[config.mk]
export PLATFORM = sky130hd
export DESIGN_NAME = bus_gate_keeper
export DESIGN_NICKNAME = d
export VERILOG_FILES = /design/src/rtl/bus_gate_keeper.sv
export SDC_FILE = /design/constraint.sdc
export NUM_CORES = 1
export LEC_CHECK = 0
export BUFFER_PORTS_ARGS = -buffer_cell sky130_fd_sc_hd__buf_2
export CAP_MARGIN = 10
export CORE_MARGIN = 1.5
export CORE_UTILIZATION = 41
export DETAILED_ROUTE_END_ITERATION = 7
export GPL_TIMING_DRIVEN = 1
export HOLD_SLACK_MARGIN = 0.05
export PLACE_DENSITY = 0.82
export SLEW_MARGIN = 20
export SYNTH_ARGS = -nofsm -noshare
export SYNTH_HDL_FRONTEND = slang
export SYNTH_SLANG_ARGS = --single-unit
export TNS_END_PERCENT = 100
[constraint.sdc]
create_clock -name clk -period 1.55 [get_ports clk]
set_input_delay 0.155 -clock clk [delete_from_list [all_inputs] [get_ports clk]]
set_output_delay 0.155 -clock clk [all_outputs]
set_load 0.005 [all_outputs]
[src/rtl/bus_gate_keeper.sv]
// bus_gate_keeper
//   Shared datapath bus for CHANNELS gated sources. Sources are muxed onto
//   the bus (no internal tri-states); the lowest-index asserted gate wins.
//   When no gate is asserted, a keeper register drives the last resolved
//   value so the bus never floats. Multi-gate cycles are flagged as
//   contention and recorded in sticky status.
//
//   Optional feature macro: BUS_GATE_KEEPER_CNT_EN
//     defined   -> saturating contention event counter is built
//     undefined -> no counter register, contention_cnt tied to 0
//
// Ports
//   clk            rising-edge clock
//   reset          synchronous active-high reset
//   data_in        flattened sources, channel i at [i*WIDTH +: WIDTH]
//   gate           per-channel drive enable
//   clr_err        synchronous clear of err_sticky / contention_cnt
//   bus_out        resolved bus value (combinational)
//   bus_valid      at least one gate asserted (combinational)
//   owner          index of the driving channel (combinational)
//   contention     two or more gates asserted (combinational)
//   err_sticky     registered, set by any contention cycle
//   contention_cnt registered saturating contention cycle count
//   last_owner     registered index of most recent driving channel

module bus_gate_keeper #(
  parameter int WIDTH     = 16,
  parameter int CHANNELS  = 4,
  parameter int CNT_WIDTH = 8,
  parameter int OWN_W     = $clog2(CHANNELS)
) (
  input  logic                      clk,
  input  logic                      reset,
  input  logic [CHANNELS*WIDTH-1:0] data_in,
  input  logic [CHANNELS-1:0]       gate,
  input  logic                      clr_err,
  output logic [WIDTH-1:0]          bus_out,
  output logic                      bus_valid,
  output logic [OWN_W-1:0]          owner,
  output logic                      contention,
  output logic                      err_sticky,
  output logic [CNT_WIDTH-1:0]      contention_cnt,
  output logic [OWN_W-1:0]          last_owner
);

  generate
    if (CHANNELS < 2 || CHANNELS > 16) begin : g_bad_channels
      $error("bus_gate_keeper: CHANNELS must be within 2..16");
    end
  endgenerate

  logic [WIDTH-1:0] keep_q, keep_d;
  logic [OWN_W-1:0] last_owner_q, last_owner_d;
  logic             err_q, err_d;

  logic [WIDTH-1:0] sel_data;
  logic [OWN_W-1:0] sel_idx;
  logic             any_gate;

  // Scan from the top down so the lowest asserted index is the last write.
  always_comb begin
    sel_data = '0;
    sel_idx  = '0;
    for (int i = CHANNELS - 1; i >= 0; i--) begin
      if (gate[i]) begin
        sel_data = data_in[i*WIDTH +: WIDTH];
        sel_idx  = OWN_W'(i);
      end
    end
  end

  assign any_gate = |gate;
  // Clearing the lowest set bit leaves something only if two or more were set.
  assign contention = |(gate & (gate - CHANNELS'(1)));

  assign bus_valid = any_gate;
  assign bus_out   = any_gate ? sel_data : keep_q;
  assign owner     = any_gate ? sel_idx  : last_owner_q;

  always_comb begin
    keep_d       = keep_q;
    last_owner_d = last_owner_q;
    err_d        = err_q;
    if (any_gate) begin
      keep_d       = sel_data;
      last_owner_d = sel_idx;
    end
    // Set beats clear so a contention in the clearing cycle is not lost.
    if (contention) begin
      err_d = 1'b1;
    end else if (clr_err) begin
      err_d = 1'b0;
    end
  end

  always_ff @(posedge clk) begin
    if (reset) begin
      keep_q       <= '0;
      last_owner_q <= '0;
      err_q        <= 1'b0;
    end else begin
      keep_q       <= keep_d;
      last_owner_q <= last_owner_d;
      err_q        <= err_d;
    end
  end

  assign err_sticky = err_q;
  assign last_owner = last_owner_q;

`ifdef BUS_GATE_KEEPER_CNT_EN
  logic [CNT_WIDTH-1:0] cnt_q, cnt_d;

  always_comb begin
    cnt_d = cnt_q;
    if (clr_err && contention) begin
      cnt_d = CNT_WIDTH'(1);
    end else if (clr_err) begin
      cnt_d = '0;
    end else if (contention && (cnt_q != {CNT_WIDTH{1'b1}})) begin
      cnt_d = cnt_q + CNT_WIDTH'(1);
    end
  end

  always_ff @(posedge clk) begin
    if (reset) begin
      cnt_q <= '0;
    end else begin
      cnt_q <= cnt_d;
    end
  end

  assign contention_cnt = cnt_q;
`else
  assign contention_cnt = '0;
`endif

endmodule

==> flow_metrics.tcl <==
set metrics [dict create \
    outcome "complete, no violations" \
    antenna_found_initial 0 \
    final_common_cell "buf_2" \
    fin_crit_sh_pct 98.0 \
    cts_buffers 3 \
    slowest_delay_ns 0.54 \
    criticalPathCategory "input pin to output port" \
    drtPass1Iterations 4 \
    ys_ff_latch 19 \
    rows 21 \
    cp_max_fo 9 \
    drive_gt1_share_pct 48.9 \
    clock_latency_ns 0.29 \
    grt_pass1_wl_um 7210 \
    yosysSeqAreaShare_pct 26.1 \
    grt_pass1_vias 1648 \
    cts-htree-levels 1 \
    placed_area_um2 1990 \
    clockBufferDepth 2 \
    hold_viol_final 0 \
    io_buffers 93 \
    setup_ws_ns 0.0304 \
    die_h_um 62.7 \
    clock-sinks 19 \
    yosysWarningCount 0 \
    synth_top_area_cell "dfxtp_1" \
    hpwl_um 3410 \
    cp_num_buf_inv 3 \
    cts_hold_buf 0 \
    core_area_um2 3360 \
    initial_core_util_pct 43.4 \
    synth_cells 175 \
    finalSetupViolCount 0 \
    drt_iter0_drc 56 \
    ant_nets 0 \
    powerDensity_nw_per_um2 624 \
    place.gp.congestion 0.759 \
    maxCapViolCount 0 \
    synth-async-reset-ratio_pct 0 \
    wire_per_inst_um 13.8 \
    worst_setup_path_end_kind "output port" \
    max_freq_ghz 0.658 \
    cts_root_buf "clkbuf_4" \
    ys_types 30 \
    cp_slowest_cell "or4_1" \
    mostFrequentLayoutCells "93 x buf_2, 32 x a21o_1, 19 x dfxtp_1" \
    rsz0062_at_grt "true" \
    num_vias 1679 \
    syn_area_um2 1460 \
    final_cell_area_um2 2010 \
    crit_path_cell_trace "buf_2, or4_1, buf_4, o22ai_2, a21oi_1, buf_2" \
    synth_edf_count 0 \
    avgSynthCellArea_um2 8.34 \
    cts_tree "built" \
    critPathArrivalTime_ns 1.36 \
    grt_util_all_layers_pct 22.7 \
    drv_slew 0 \
    drc 0 \
    cpMostUsedCell "buf_2" \
    start_kind "input pin" \
    ios 102 \
    finalClockSkew_ns 0 \
    chipWidth_um 62.7 \
    area_growth_pct 38.1 \
    grt_max_degree 20 \
    wl_um 4380 \
    pre_cts_ws_ns 0.0332 \
    dieArea_um2 3930 \
    nNetsFinal 344 \
    crit_family "simple AND/OR/NAND/NOR gates" \
    yosys.area.top_type_share_pct 26.1 \
    p_leak_nw 1.02 \
    ys.flop_type "dfxtp_1" \
    grt_overflow_total 0 \
    antenna_cells 0 \
    hp-class "input pin to flop" \
    worst_setup_hold_path_clk_slew_ns 0.11 \
    viasPerCell 5.28 \
    vdd_drop_max_mv 0.395 \
    synth_area_leaders "dfxtp_1 26%, a21o_1 16%, a211oi_2 7.7%, o22ai_2 7.7%, a31oi_1 6.9%" \
    critPathRequiredTime_ns 1.39 \
    fin_crit_ns 1.52 \
]
-- stage by stage --
| stage | cells | power, mW | TNS [ns] | hold slack [ns] | utilization (%) |
|---|---|---|---|---|---|
| 6_report | 318 | 1.26 | 0 | 0.110 | 59.9 |
| 5_1_grt | 318 | 1.34 | -0.0782 | 0.124 | 59.9 |
| 4_1_cts | 318 | 1.27 | 0 | 0.105 | 59.9 |
| 3_5_place_dp | 314 | 1.02 | 0 | 0.426 | 59.1 |
| 3_3_place_gp | 314 | 1.01 | 0 | 0.427 | 59.1 |
| 2_1_floorplan | 182 | 0.825 | 0 | 0.337 | - |
-- registers in the layout, summed over array words and instances (netlist names) --
name        count
keep_q         16
err_sticky      1
last_owner      2
-- layer usage --
metal | vias up | global-route usage (%) | share of wire (%)
met3 | 6 | 5.23 | 9.4
li1 | 843 | - | -
met1 | 741 | 26.6 | 39
met5 | - | 0 | 0
met4 | 0 | 5.28 | 1.0
met2 | 89 | 41.8 | 50
-- worst min-delay path: cells and delay by family --
| family | cells | cell delay [ns] |
|---|---|---|
| and+or+nand+nor | 1 | 0.09 |
| buffers and inverters | 1 | 0.07 |
| AOI/OAI and AO/OA | 1 | 0.06 |
-- cell usage after synthesis (2+ instances only) --
master and number:
a21o_1 32, dfxtp_1 19, a21oi_1 18, a31oi_1 16, nand2_1 16, a211oi_2 9
o22ai_2 9, buf_4 8, a211oi_1 7, o22ai_1 7, buf_2 6, clkbuf_1 6
buf_6 3, inv_1 2, nor2b_1 2
-- power by group --
part	internal (mW)	leakage (nW)	switching [mW]	total (mW)
combinational	0.239	0.844	0.229	0.468
clock	0.100	0.0150	0.149	0.249
sequential	0.527	0.158	0.0142	0.541
total	0.865	1.02	0.392	1.26
-- layout make-up --
| type | count | area [um2] |
|---|---|---|
| multi-input combinational | 134 | 918 |
| timing repair buffer | 112 | 621 |
| clock buffer | 4 | 26.3 |
| fill | 335 | 1350 |
| inverter | 3 | 11.3 |
| sequential | 19 | 380 |
| tap | 46 | 57.6 |
-- path summary, 6_finish.rpt --
kind | from | to | slack [ns] | cells past startpoint
worst min-delay path | clr_err | err_sticky | 0.11 | 3
worst max register to register | last_owner[0] | last_owner[0] | 0.78 | 3
worst max-delay path | gate[2] | bus_out[7] | 0.03 | 6
worst min register to register | err_sticky | err_sticky | 0.47 | 2
-- cells by family (layout without fill, tap and decap cells) --
group | count (synthesis) | after routing | share of synthesized area (%)
compound gates | 100 | 100 | 52.4
fa+ha+maj | 1 | 1 | 0.686
buf+inv | 29 | 119 | 12.8
flops | 19 | 19 | 26.1
other cells | 1 | 8 | 0.257
simple gates | 25 | 25 | 7.81
-- timing repair --
action,4_1_cts,5_1_grt
setup endpoints to repair,0,6
setup buffers,0,0
resized for setup,0,0
No activity file was read; power rests on OpenSTA's default activity.
